==> src/rtl/lcd_pkg.sv <==
// Shared types and constants for the HD44780 write-bus driver.
// Default timings assume a 100 MHz clock.
package lcd_pkg;

    typedef enum logic [2:0] {
        POWERUP,
        IDLE,
        SETUP,
        PULSE,
        HOLD,
        WAIT
    } lcd_state_t;

    localparam logic [7:0] CMD_CLEAR = 8'h01;
    localparam logic [7:0] CMD_HOME  = 8'h02;

    localparam int DEF_T_POWERUP   = 1500000;
    localparam int DEF_T_SETUP     = 4;
    localparam int DEF_T_PULSE     = 25;
    localparam int DEF_T_HOLD      = 2;
    localparam int DEF_T_EXEC      = 4000;
    localparam int DEF_T_EXEC_LONG = 164000;
    localparam int DEF_CNT_W       = 21;

    // Clear and return-home (0x01..0x03) need the long execution wait.
    function automatic logic is_long_cmd(input logic rs, input logic [7:0] data);
        return !rs && (data >= CMD_CLEAR) && (data <= (CMD_CLEAR | CMD_HOME));
    endfunction

endpackage

==> src/rtl/lcd_bus_driver_if.sv <==
// Byte handshake from the sequencer plus the LCD pin group.
// master = sequencer side, slave = the bus driver.
interface lcd_bus_driver_if;

    logic       in_valid;
    logic       in_rs;
    logic [7:0] in_data;
    logic       in_ready;
    logic       busy;
    logic       rs;
    logic       rw;
    logic       en;
    logic [7:0] dout;

    modport master (
        output in_valid, in_rs, in_data,
        input  in_ready, busy, rs, rw, en, dout
    );

    modport slave (
        input  in_valid, in_rs, in_data,
        output in_ready, busy, rs, rw, en, dout
    );

endinterface

==> src/rtl/lcd_delay_counter.sv <==
// Loadable down counter that saturates at zero; done while count is zero.
module lcd_delay_counter #(
    parameter int CNT_W = 21
) (
    input  logic             clk,
    input  logic             i_load,
    input  logic [CNT_W-1:0] i_value,
    output logic             o_done
);

    logic [CNT_W-1:0] r_count;

    always_ff @(posedge clk) begin
        if (i_load) begin
            r_count <= i_value;
        end else if (r_count != '0) begin
            r_count <= r_count - CNT_W'(1);
        end
    end

    assign o_done = (r_count == '0);

endmodule

==> src/rtl/lcd_bus_driver.sv <==
// HD44780 write-only bus driver: power-up delay, then per-byte
// setup / enable pulse / hold / execution wait sequencing.
module lcd_bus_driver
    import lcd_pkg::*;
#(
    parameter int T_POWERUP   = DEF_T_POWERUP,
    parameter int T_SETUP     = DEF_T_SETUP,
    parameter int T_PULSE     = DEF_T_PULSE,
    parameter int T_HOLD      = DEF_T_HOLD,
    parameter int T_EXEC      = DEF_T_EXEC,
    parameter int T_EXEC_LONG = DEF_T_EXEC_LONG,
    parameter int CNT_W       = DEF_CNT_W
) (
    input  logic             clk,
    input  logic             rst,
    lcd_bus_driver_if.slave  bus
);

    localparam logic [CNT_W-1:0] LD_POWERUP = CNT_W'(T_POWERUP - 1);
    localparam logic [CNT_W-1:0] LD_SETUP   = CNT_W'(T_SETUP - 1);
    localparam logic [CNT_W-1:0] LD_PULSE   = CNT_W'(T_PULSE - 1);
    localparam logic [CNT_W-1:0] LD_HOLD    = CNT_W'(T_HOLD - 1);
    localparam logic [CNT_W-1:0] LD_EXEC    = CNT_W'(T_EXEC - 1);
    localparam logic [CNT_W-1:0] LD_LONG    = CNT_W'(T_EXEC_LONG - 1);

    lcd_state_t       r_state;
    lcd_state_t       w_state_next;
    logic             w_cnt_load;
    logic [CNT_W-1:0] w_cnt_value;
    logic             w_cnt_done;

    logic             r_rs;
    logic             r_en;
    logic             r_long;
    logic [7:0]       r_dout;
    logic             w_rs_next;
    logic             w_en_next;
    logic             w_long_next;
    logic [7:0]       w_dout_next;
    logic             w_in_ready;
    logic             w_accept;

    lcd_delay_counter #(
        .CNT_W (CNT_W)
    ) u_delay (
        .clk     (clk),
        .i_load  (w_cnt_load),
        .i_value (w_cnt_value),
        .o_done  (w_cnt_done)
    );

    always_ff @(posedge clk) begin
        if (rst) begin
            r_state <= POWERUP;
        end else begin
            r_state <= w_state_next;
        end
    end

    // The counter is loaded only on entry to a timed state; reset reloads the power-up wait.
    always_comb begin
        w_state_next = r_state;
        w_cnt_load   = 1'b0;
        w_cnt_value  = LD_POWERUP;
        case (r_state)
            POWERUP: if (w_cnt_done) w_state_next = IDLE;
            IDLE: begin
                if (bus.in_valid) begin
                    w_state_next = SETUP;
                    w_cnt_load   = 1'b1;
                    w_cnt_value  = LD_SETUP;
                end
            end
            SETUP: begin
                if (w_cnt_done) begin
                    w_state_next = PULSE;
                    w_cnt_load   = 1'b1;
                    w_cnt_value  = LD_PULSE;
                end
            end
            PULSE: begin
                if (w_cnt_done) begin
                    w_state_next = HOLD;
                    w_cnt_load   = 1'b1;
                    w_cnt_value  = LD_HOLD;
                end
            end
            HOLD: begin
                if (w_cnt_done) begin
                    w_state_next = WAIT;
                    w_cnt_load   = 1'b1;
                    w_cnt_value  = r_long ? LD_LONG : LD_EXEC;
                end
            end
            WAIT: if (w_cnt_done) w_state_next = IDLE;
            default: begin
                w_state_next = POWERUP;
                w_cnt_load   = 1'b1;
            end
        endcase
        if (rst) begin
            w_state_next = POWERUP;
            w_cnt_load   = 1'b1;
            w_cnt_value  = LD_POWERUP;
        end
    end

    always_comb begin
        w_in_ready  = (r_state == IDLE);
        w_accept    = w_in_ready && bus.in_valid;
        w_rs_next   = w_accept ? bus.in_rs : r_rs;
        w_dout_next = w_accept ? bus.in_data : r_dout;
        w_long_next = w_accept ? is_long_cmd(bus.in_rs, bus.in_data) : r_long;
        w_en_next   = (w_state_next == PULSE);
    end

    always_ff @(posedge clk) begin
        if (rst) begin
            r_rs   <= 1'b0;
            r_en   <= 1'b0;
            r_long <= 1'b0;
            r_dout <= 8'h00;
        end else begin
            r_rs   <= w_rs_next;
            r_en   <= w_en_next;
            r_long <= w_long_next;
            r_dout <= w_dout_next;
        end
    end

    assign bus.in_ready = w_in_ready;
    assign bus.busy     = !w_in_ready;
    assign bus.rs       = r_rs;
    assign bus.rw       = 1'b0;
    assign bus.en       = r_en;
    assign bus.dout     = r_dout;

endmodule

==> src/flat_wrapper.sv <==
// flat-port wrapper written by rule: the top's interface ports become plain ports
module lcd_bus_driver_flat import lcd_pkg::*;
#(
    parameter int T_POWERUP   = DEF_T_POWERUP,
    parameter int T_SETUP     = DEF_T_SETUP,
    parameter int T_PULSE     = DEF_T_PULSE,
    parameter int T_HOLD      = DEF_T_HOLD,
    parameter int T_EXEC      = DEF_T_EXEC,
    parameter int T_EXEC_LONG = DEF_T_EXEC_LONG,
    parameter int CNT_W       = DEF_CNT_W
)
  (clk, rst, bus_in_valid, bus_in_rs, bus_in_data, bus_in_ready, bus_busy, bus_rs, bus_rw, bus_en, bus_dout);
  lcd_bus_driver_if bus_i ();
  input  logic clk;
  input  logic rst;
  input wire logic [$bits(bus_i.in_valid)-1:0] bus_in_valid;
  input wire logic [$bits(bus_i.in_rs)-1:0] bus_in_rs;
  input wire logic [$bits(bus_i.in_data)-1:0] bus_in_data;
  output wire logic [$bits(bus_i.in_ready)-1:0] bus_in_ready;
  output wire logic [$bits(bus_i.busy)-1:0] bus_busy;
  output wire logic [$bits(bus_i.rs)-1:0] bus_rs;
  output wire logic [$bits(bus_i.rw)-1:0] bus_rw;
  output wire logic [$bits(bus_i.en)-1:0] bus_en;
  output wire logic [$bits(bus_i.dout)-1:0] bus_dout;
  assign bus_i.in_valid = bus_in_valid;
  assign bus_i.in_rs = bus_in_rs;
  assign bus_i.in_data = bus_in_data;
  assign bus_in_ready = bus_i.in_ready;
  assign bus_busy = bus_i.busy;
  assign bus_rs = bus_i.rs;
  assign bus_rw = bus_i.rw;
  assign bus_en = bus_i.en;
  assign bus_dout = bus_i.dout;
  lcd_bus_driver #(.T_POWERUP(T_POWERUP), .T_SETUP(T_SETUP), .T_PULSE(T_PULSE), .T_HOLD(T_HOLD), .T_EXEC(T_EXEC), .T_EXEC_LONG(T_EXEC_LONG), .CNT_W(CNT_W)) u_core (.clk(clk), .rst(rst), .bus(bus_i));
endmodule
==> config.mk <==
export PLATFORM = sky130hd
export DESIGN_NAME = lcd_bus_driver_flat
export DESIGN_NICKNAME = d
export VERILOG_FILES = /design/src/rtl/lcd_pkg.sv /design/src/rtl/lcd_bus_driver_if.sv /design/src/rtl/lcd_delay_counter.sv /design/src/rtl/lcd_bus_driver.sv /design/src/flat_wrapper.sv
export SDC_FILE = /design/constraint.sdc
export NUM_CORES = 1
export LEC_CHECK = 0
export ABC_AREA = 1
export BUFFER_PORTS_ARGS = -buffer_cell sky130_fd_sc_hd__clkbuf_2
export CAP_MARGIN = 20
export CORE_ASPECT_RATIO = 0.75
export CORE_MARGIN = 2
export CORE_UTILIZATION = 54
export CTS_BUF_LIST = sky130_fd_sc_hd__clkbuf_4
export DETAILED_ROUTE_END_ITERATION = 8
export PLACE_DENSITY = 0.76
export SYNTH_ARGS = -nofsm -noshare
export SYNTH_HDL_FRONTEND = slang
export SYNTH_SLANG_ARGS = --single-unit
export TNS_END_PERCENT = 20
==> constraint.sdc <==
create_clock -name clk -period 2.2 [get_ports clk]
set_clock_uncertainty 0.15 [all_clocks]
set_input_delay 0.33 -clock clk [delete_from_list [all_inputs] [get_ports clk]]
set_output_delay 0.33 -clock clk [all_outputs]
set_load 0.005 [all_outputs]
=== After elaboration in Yosys (flattened, before gate mapping) ===
Index checks and enable logic that the tools add are counted.
Widths: inputs -> output; s select.

* $add $sub $neg: 1
* Order comparisons: 2
* Eq/ne operators: 6
* Multiplexer cells: 20
* Reduce and logical (&&, ||, !) cells: 11

{| class="wikitable"
|+ Operators by type and width
! operator !! count
|-
| $mux 21 || 7
|-
| $pmux 21 s4 || 1
|-
| $logic_not 21->1 || 1
|-
| $reduce_bool 21->1 || 1
|-
| $sub 21x1->21 const B || 1
|-
| $mux 18 || 1
|-
| $mux 3 || 6
|-
| $pmux 3 s5 || 1
|-
| $eq 3x2->1 const B || 3
|-
| $ge 8x1->1 const B || 1
|-
| $le 8x2->1 const B || 1
|-
| $eq 3x3->1 const B || 2
|-
| $eq 3x1->1 const B || 1
|-
| $logic_and 1x1->1 || 3
|-
| $logic_not 3->1 || 1
|-
| $mux 1 || 3
|-
| $pmux 1 s3 || 1
|-
| $reduce_or 3->1 || 1
|-
| $logic_not 1->1 || 2
|-
| $reduce_bool 2->1 || 1
|-
| $reduce_or 2->1 || 1
|}

* Register bits: 35
* Input port bits: 12
* Output and inout bits: 13
* Word-level logic and storage cells: 46

=== Longest topological paths before layout ===
Gate-level depths: netlist of run 1.

* Depth in word-level cells: 5
* Mapped depth: 11
* Mapped depth without buffers: 10

=== Cells and area by module ===
From an unflattened synthesis of run 1, not the netlist that was laid out.

* Cell total of the unflattened synthesis: 305
* Area, all modules: 2228.4 µm²

{| class="wikitable"
|+ By module, submodules not included
! module !! instances !! cells an instance !! area an instance (µm²) !! sequential area each (µm²)
|-
| lcd_delay_counter || 1 || 196 || 1478.9 || 630.6
|-
| lcd_bus_driver || 1 || 109 || 749.5 || 280.3
|}

=== Least setup slack after synthesis of run 1 ===
Ideal clock, no wire load.

* Path kind: reg-to-reg
* Start: register u_core.u_delay.r_count[0]
* End: register u_core.u_delay.r_count[0] (enable)
* Setup time: 0.378 ns
* Data arrival time: 1.720 ns
* Data required time: 1.672 ns
* Path slack: -0.048 ns
* Stages on the path, launching flop included: 10
* Buffers on the path: 1
* Clock period less this slack: 2.248 ns
* Path through: edfxtp_1 -> inv_1 -> ha_1 -> nand3_1 -> nor2_2 -> nand3_1 -> nor2_1 -> nor2_1 -> buf_6 -> nand2_1

* Cells in the longest elaborated chain, start to end: 5
* Elaborated cells on any way between the ends: 6
* Classes of those cells: mux: 3; reduce/logical: 3

{| class="wikitable"
|+ RTL lines
! item !! RTL line !! source
|-
| start: declaration || lcd_delay_counter.sv:11 || <nowiki>logic [CNT_W-1:0] r_count;</nowiki>
|-
| start signal: assignment || lcd_delay_counter.sv:15 || <nowiki>r_count <= i_value;</nowiki>
|-
| start signal: assignment || lcd_delay_counter.sv:17 || <nowiki>r_count <= r_count - CNT_W'(1);</nowiki>
|-
| $logic_not 21->1 || lcd_delay_counter.sv:21 || <nowiki>assign o_done = (r_count == '0);</nowiki>
|-
| $mux 1 || lcd_bus_driver.sv:75, lcd_bus_driver.sv:82, lcd_bus_driver.sv:89 ||
|-
| $pmux 1 s3 || lcd_bus_driver.sv:65 || <nowiki>case (r_state)</nowiki>
|-
| $mux 1 || lcd_bus_driver.sv:101 || <nowiki>if (rst) begin</nowiki>
|-
| $reduce_bool 2->1 (no line) * || n/a ||
|}

Every way passes the cells marked *; elsewhere a longest branch is shown, timed or not.
A chain may end at the register's enable or synchronous reset.

=== Worst setup path in the final report of run 1 ===
* Start: register u_core.u_delay.r_count[14]
* End: register u_core.u_delay.r_count[17], data pin

* Cells in the longest elaborated chain, start to end: 5
* Elaborated cells on any way between the ends: 12
* Classes of those cells: add/sub: 1; mux: 10; reduce/logical: 1

{| class="wikitable"
|+ RTL lines
! item !! RTL line !! source
|-
| branches (longest 4 deep; another with $sub 21x1->21) || n/a ||
|-
| $mux 21 * || lcd_delay_counter.sv:14 || <nowiki>if (i_load) begin</nowiki>
|}

Every way passes the cells marked *. The select of a mux whose other input is x is not followed.

==> results.toml, run 1 <==
[run_status]
status = "finished, final reports clean"

[synth]
synth_xor_area_share_pct = 5.30
synth_top_area_cell = "edfxtp_1"
synthCells = 279
avgSynthCellArea_sq_um = 7.70
synth_fp_nets = 293
syn_area_sq_um = 2150
yosys.area_share.simple_pct = 36.5
synth_compound_area_share_pct = 6.75
synth_commonest_cells = "nand2_1 (64), nor2_1 (49), inv_1 (27), nand3_1 (23), edfxtp_1 (21)"
synth_most_common_cell = "nand2_1"
synthAdderAreaFrac_pct = 1.16
synthArstFlopShare_pct = 0
synth_top_area_share_pct = 29.3
synth_edf_count = 21
synth_seq_cells = 35
ys_seq_area_share_pct = 42.4
synthMuxAreaShare_pct = 0
yosys_warnings = 0
ys_types = 36
synth-main-ff-cell = "edfxtp_1"
synth_top_family_by_area = "simple AND/OR/NAND/NOR gates"
synth_area_leaders = "edfxtp_1 (29%), dfxtp_1 (13%), nand2_1 (11%)"

[sta]
final.setup.tns_ns = 0
rsz0062_at_grt = "false"
slew_viol_final = 0
fmax_mhz = 490
setup-violations-final = 0
timing.final.crit_share_pct = 92.8
timing.final.ws_setup_ns = 0.159
min_period_ns = 2.04
final_hold_viol_count = 0

[floorplanning]
die_h_um = 58.6
die_area_sq_um = 4510
rows = 19
die_x_um = 76.9
initial_utilization_pct = 57.6
coreArea_sq_um = 3730
io_pins = 25

[placement]
portBuffers = 23
placed_area_sq_um = 2360
routabilityCongestion = 0.911
post-place-ws_ns = 0.139
dp_hpwl_mm = 3.70

[critical_path]
worstPathCellList = "nor2_1 > nand2_1 > nor2_4 > nand3_1 > nor2_1 > nor2_1 > buf_4 > nand2_1 > nand3_1"
start_kind = "flip-flop"
crit_path_frequent_cell = "nor2_1"
crit_arrival_ns = 2.00
cp.depth = 9
crit_buf_inv = 1
cp_top_family = "simple AND/OR/NAND/NOR gates"
worstSetupPathType = "flip-flop to flip-flop"
worstReg2RegStart = "u_core.u_delay.r_count[14]"
critPathMaxStageDelay_ns = 0.47
reg2reg_slack_ns = 0.16
r2r-end = "u_core.u_delay.r_count[17]"
cp-startpoint = "u_core.u_delay.r_count[14]"
rr_worst_depth = 9
cp_max_fo = 9
crit_path_end = "u_core.u_delay.r_count[17]"
end_kind = "flip-flop"
required_ns = 2.16
crit_slowest_cell = "edfxtp_1"

[power]
power_density_nw_per_um2 = 504
switchingPower_mw = 0.338
ir_drop_v = 0.000360
combPwrFrac_pct = 9.8
clkPwrFrac_pct = 30.6
swShare_pct = 27.5
p_total_mw = 1.23
power_leakage_nw = 1.17
intPower_mw = 0.892
seqPwrFrac_pct = 59.7

[finish]
drive_gt1_share_pct = 21.7
n_fill_cell = 360
syn2layout_area_growth_pct = 13.5
stdcell_area_sq_um = 2440
nets = 327
diodes = 0

[worst_hold_path]
min_path_cells = 3
hp-class = "primary input to flip-flop"

[cts]
ctsLongestPathBuffers = 2
numCtsBuffers = 5
worstSkewPairLatency_ns = 0.35
ctsHoldBuffers = 0
cts_tree = "done"
h-tree-depth = 2
clk_pin_slew_ns = 0.12
root_buffer = "clkbuf_4"
cts_sinks = 35

[grt]
antenna_found_initial = 0
grt_pass1_wl_mm = 8.24
grt_max_degree = 22
grt_usage_pct = 23.9
grt.overflow.total = 0
first_global_vias = 1758

[flow_run]
cap_viol_max_count = 0

[routing]
drt-total-wl_mm = 4.77
route.detailed.drc = 0
vias = 1861
drtAntennaViolNets = 0
avgRoutedWirePerCell_um = 13.0
via_per_inst = 5.08
drt_pass1_iterations = 4
first_iter_violations = 140
==> tightest hold or removal path: stages <==
cell      delay (ns)
clkbuf_2        0.09
inv_1           0.04
a21oi_1         0.05
==> per-layer routing <==
layer	routed length [um]	track usage, %
met5	0	0
met4	44	7.01
met3	275	5.06
met2	1980	35.2
met1	2470	35.5
==> cell type report <==
type | instances | area, sq um | share of cell area [%]
clock inverters | 3 | 21.3 | 0.872
flip-flops and latches | 35 | 911 | 37.3
inverters | 32 | 123 | 5.03
well taps | 52 | 65.1 | 2.67
multi-input cells | 206 | 1080 | 44.3
clock buffers | 5 | 37.5 | 1.54
repair buffers | 33 | 203 | 8.31
==> flip-flops by register name, indices dropped and copies added (netlist names) <==
name,cells
u_core.u_delay.r_count,21
u_core.bus.dout,8
u_core.r_state,3
u_core.bus.en,1
u_core.r_long,1
u_core.bus.rs,1
==> power by group through the flow <==
stage	sequential [mW]	combinational, mW	clock [mW]
3_5_place_dp	0.748	0.117	0
5_1_grt	0.738	0.137	0.419
4_1_cts	0.733	0.118	0.384
2_1_floorplan	0.743	0.0845	0
6_report	0.734	0.120	0.376
3_3_place_gp	0.747	0.116	0
==> cells by family (layout without fill, tap and decap cells) <==
group / Yosys count / count (layout)
AND/OR/NAND/NOR: 164 / 164
buffers and inverters: 38 / 73
flip-flops: 35 / 35
AO/OA/AOI/OAI: 26 / 26
XOR/XNOR: 13 / 13
adder cells (fa/ha/maj): 2 / 2
other: 1 / 1
==> worst min path at each step <==
stage | slack, ns | endpoint | startpoint
2_1_floorplan | 0.31 | u_core.r_long | u_core.r_long
3_3_place_gp | 0.33 | u_core.bus.dout[7] | u_core.bus.dout[7]
3_5_place_dp | 0.34 | u_core.bus.dout[7] | u_core.bus.dout[7]
4_1_cts | 0.03 | u_core.bus.dout[2] | bus_in_data[2]
5_1_grt | 0.05 | u_core.bus.dout[3] | bus_in_data[3]
6_report | 0.04 | u_core.bus.dout[2] | bus_in_data[2]
==> timing repair <==
item / in CTS / in global routing
resized for setup: 0 / 3
setup buffers: 0 / 2
endpoints found under the setup margin: 0 / 30
==> placed cells by master (no fill, tap or decap) <==
master and count:
conb_1 1, inv_4 3, nand3b_1 2, o21ai_1 4
nand2_2 3, xor2_1 8, nor2_1 47, nor3_2 1
nand3_2 2, clkbuf_2 23, buf_4 9, nor3_1 3
a211oi_1 2, inv_1 26, o21ai_0 9, nand3_1 23
xnor2_1 5, a21oi_1 8, clkbuf_4 5, dfxtp_1 14
nor2_8 1, nor2_2 3, inv_6 1, edfxtp_1 21
nand2_1 63, inv_2 5, and3_1 1, or2_0 1
o211ai_1 1, ha_1 2, nand4_2 1, a21oi_2 2
nand2_4 3, nor4_1 1, nand4_1 4, buf_12 1
nor2_4 5
==> metrics by stage <==
step                util (%)  instances  hold WS, ns
global route            65.4        366       0.0509
CTS                     64.8        364       0.0333
detailed placement      63.3        356        0.341
floorplan                  -        279        0.307
finish                  65.4        366       0.0403
global placement        63.3        356        0.334
Power figures use the tool's default switching activity.
==> run 2, diff against run 1 <==
--- a/config.mk
+++ b/config.mk
@@ -9,12 +9,12 @@
 export BUFFER_PORTS_ARGS = -buffer_cell sky130_fd_sc_hd__clkbuf_2
 export CAP_MARGIN = 20
 export CORE_ASPECT_RATIO = 0.75
-export CORE_MARGIN = 2
-export CORE_UTILIZATION = 54
+export CORE_UTILIZATION = 55
 export CTS_BUF_LIST = sky130_fd_sc_hd__clkbuf_4
 export DETAILED_ROUTE_END_ITERATION = 8
-export PLACE_DENSITY = 0.76
+export PLACE_DENSITY = 0.77
 export SYNTH_ARGS = -nofsm -noshare
 export SYNTH_HDL_FRONTEND = slang
+export SYNTH_HIERARCHICAL = 1
 export SYNTH_SLANG_ARGS = --single-unit
 export TNS_END_PERCENT = 20
==> run 2 against run 1 <==
Compared with the run above:
- sequential cell count did not move
- largest power group unchanged
- sequential share of layout area down 2.9 points
- critical endpoint is now u_core/u_delay/r_count[10]
- via count rose by 14%
- cell count rose by 9.8%
- worst hold slack better by 0.050 ns
- largest cell class unchanged
- synthesized cell count increased by 9.3%
- highest routed layer unchanged
- clock-buffer cell count unchanged
==> results.toml, run 2 <==
[worst_hold_path]
min_path_cells = 3
hp-class = "primary input to flip-flop"

[sta]
final.setup.tns_ns = 0
rsz0062_at_grt = "true"
min_period_ns = 2.17
fmax_mhz = 462
timing.final.crit_share_pct = 98.4
final_hold_viol_count = 0
setup-violations-final = 0
slew_viol_final = 0

[synth]
synth_top_area_share_pct = 28.3
synth_most_common_cell = "nand2_1"
ys_types = 37
syn_area_sq_um = 2230
synth_commonest_cells = "nand2_1 (76), nor2_1 (54), nand3_1 (26), edfxtp_1 (21), inv_1 (21)"
avgSynthCellArea_sq_um = 7.31
synth_area_leaders = "edfxtp_1 (28%), nand2_1 (13%), dfxtp_1 (13%)"
synth_top_area_cell = "edfxtp_1"
synthCells = 305
synth-main-ff-cell = "edfxtp_1"
synth_edf_count = 21
synthArstFlopShare_pct = 0
synth_seq_cells = 35
yosys_warnings = 6
ys_seq_area_share_pct = 40.9

[grt]
grt.overflow.total = 0
grt_max_degree = 23
grt_pass1_wl_mm = 8.42
first_global_vias = 1838
grt_usage_pct = 26.0
antenna_found_initial = 0

[finish]
diodes = 0
layout_common_cells = "nand2_1 (75), nor2_1 (54), nand3_1 (26)"
drive_gt1_share_pct = 24.3
largest_register = "u_core/u_delay/r_count"
layout_commonest_cell = "nand2_1"
nets = 363
final_cell_count_no_fill = 402
stdcell_area_sq_um = 2640
syn2layout_area_growth_pct = 18.6
largest_reg_flops = 21

[cts]
cts_sinks = 35
numCtsBuffers = 5
ctsHoldBuffers = 0
cts_setup_buffers = 0
cts_resized = 0
clk_pin_slew_ns = 0.12
h-tree-depth = 2
root_buffer = "clkbuf_4"
worstSkewPairLatency_ns = 0.34
ctsLongestPathBuffers = 2
cts_tree = "done"

[power]
power_density_nw_per_um2 = 516
power_leakage_nw = 1.26
ir_drop_v = 0.000460

[routing]
drtAntennaViolNets = 0
route.detailed.drc = 0
first_iter_violations = 172
avgRoutedWirePerCell_um = 12.8
drt_pass1_iterations = 4
vias = 2117
drt-total-wl_mm = 5.14
via_per_inst = 5.27

[flow_run]
cap_viol_max_count = 0

[critical_path]
worstPathCellList = "inv_2 > ha_1 > nand4_1 > nor2_1 > and3_4 > nand2_1 > o2111ai_2 > inv_1 > buf_12 > nand2_4"
end_kind = "flip-flop"
required_ns = 2.09
crit_slowest_cell = "edfxtp_1"
start_kind = "flip-flop"
critPathMaxStageDelay_ns = 0.42
crit_arrival_ns = 2.06
cp_max_fo = 22
worstSetupPathType = "flip-flop to flip-flop"
rr_worst_depth = 10

[placement]
dp_hpwl_mm = 3.83
routabilityCongestion = 0.884
placed_cells = 393
placed_area_sq_um = 2550
portBuffers = 23

[floorplanning]
initial_utilization_pct = 59.3
die_x_um = 75.5
die_h_um = 57.1
rows = 19
coreArea_sq_um = 3760
die_area_sq_um = 4310
io_pins = 25

[run_status]
status = "finished, final reports clean"
[run 2: cell count changes after synthesis, sizes merged, moves of 4 or more]
cell / before / now
nand2: 69 / 82
nor2: 56 / 67
xor2: 8 / 0
inv: 32 / 26
o21ai: 13 / 17
xnor2: 5 / 1
[run 2: worst max-delay path, delay by kind of cell (launching register included)]
kind | cells | cell delay [ns]
AND/OR/NAND/NOR | 5 | 0.66
flip-flops | 1 | 0.42
buffers and inverters | 3 | 0.38
AO/OA/AOI/OAI | 1 | 0.08
adder cells (fa/ha/maj) | 1 | 0.16
[run 2: cell families (layout without fill, tap and decap cells)]
kind of cell	Yosys count	after routing	synth area share, %
AO/OA/AOI/OAI	38	38	10.2
XOR/XNOR	1	1	0.393
adder cells (fa/ha/maj)	2	2	1.12
buffers and inverters	36	76	7.07
flip-flops	35	35	40.9
other	1	5	0.168
AND/OR/NAND/NOR	192	193	40.1
[run 2: where the power goes]
part           switching, mW  internal, mW  leakage, nW  total, mW
registers             0.0177         0.720        0.324      0.738
logic                 0.0928        0.0642        0.891      0.157
clock network          0.231         0.239       0.0452      0.470
[run 2: worst paths after layout]
path,start,to,slack [ns]
max,u_core/u_delay/r_count[0],u_core/u_delay/r_count[10],0.03
min,bus_in_data[4],u_core/bus.dout[4],0.09
max reg2reg,u_core/u_delay/r_count[0],u_core/u_delay/r_count[10],0.03
min reg2reg,u_core/bus.dout[5],u_core/bus.dout[5],0.33
[run 2: through the flow]
stage / utilization, % / hold WS (ns) / total power, mW / setup WS (ns)
after floorplan: - / 0.249 / 0.845 / 0.00106
after global placement: 67.8 / 0.307 / 0.902 / 0.116
after detailed placement: 67.8 / 0.311 / 0.907 / 0.0628
after CTS: 70.0 / 0.0711 / 1.37 / 0.0429
after global routing: 70.4 / 0.0780 / 1.42 / -0.0319
final: 70.4 / 0.0899 / 1.36 / 0.0347
[run 2: layer usage]
metal | global-route usage [%] | part of all wire (%) | vias up
li1 | - | - | 1095
met1 | 41.2 | 52 | 947
met2 | 36.2 | 41 | 73
met3 | 6.01 | 6.9 | 2
met4 | 4.76 | 0.35 | 0
met5 | 0 | 0 | -
[run 2: layout make-up]
class / count / area [sq um]
repair buffers: 42 / 270
clock inverters: 3 / 43.8
multi-input cells: 239 / 1220
well taps: 52 / 65.1
flip-flops and latches: 35 / 911
fillers: 337 / 1110
inverters: 26 / 97.6
clock buffers: 5 / 37.5
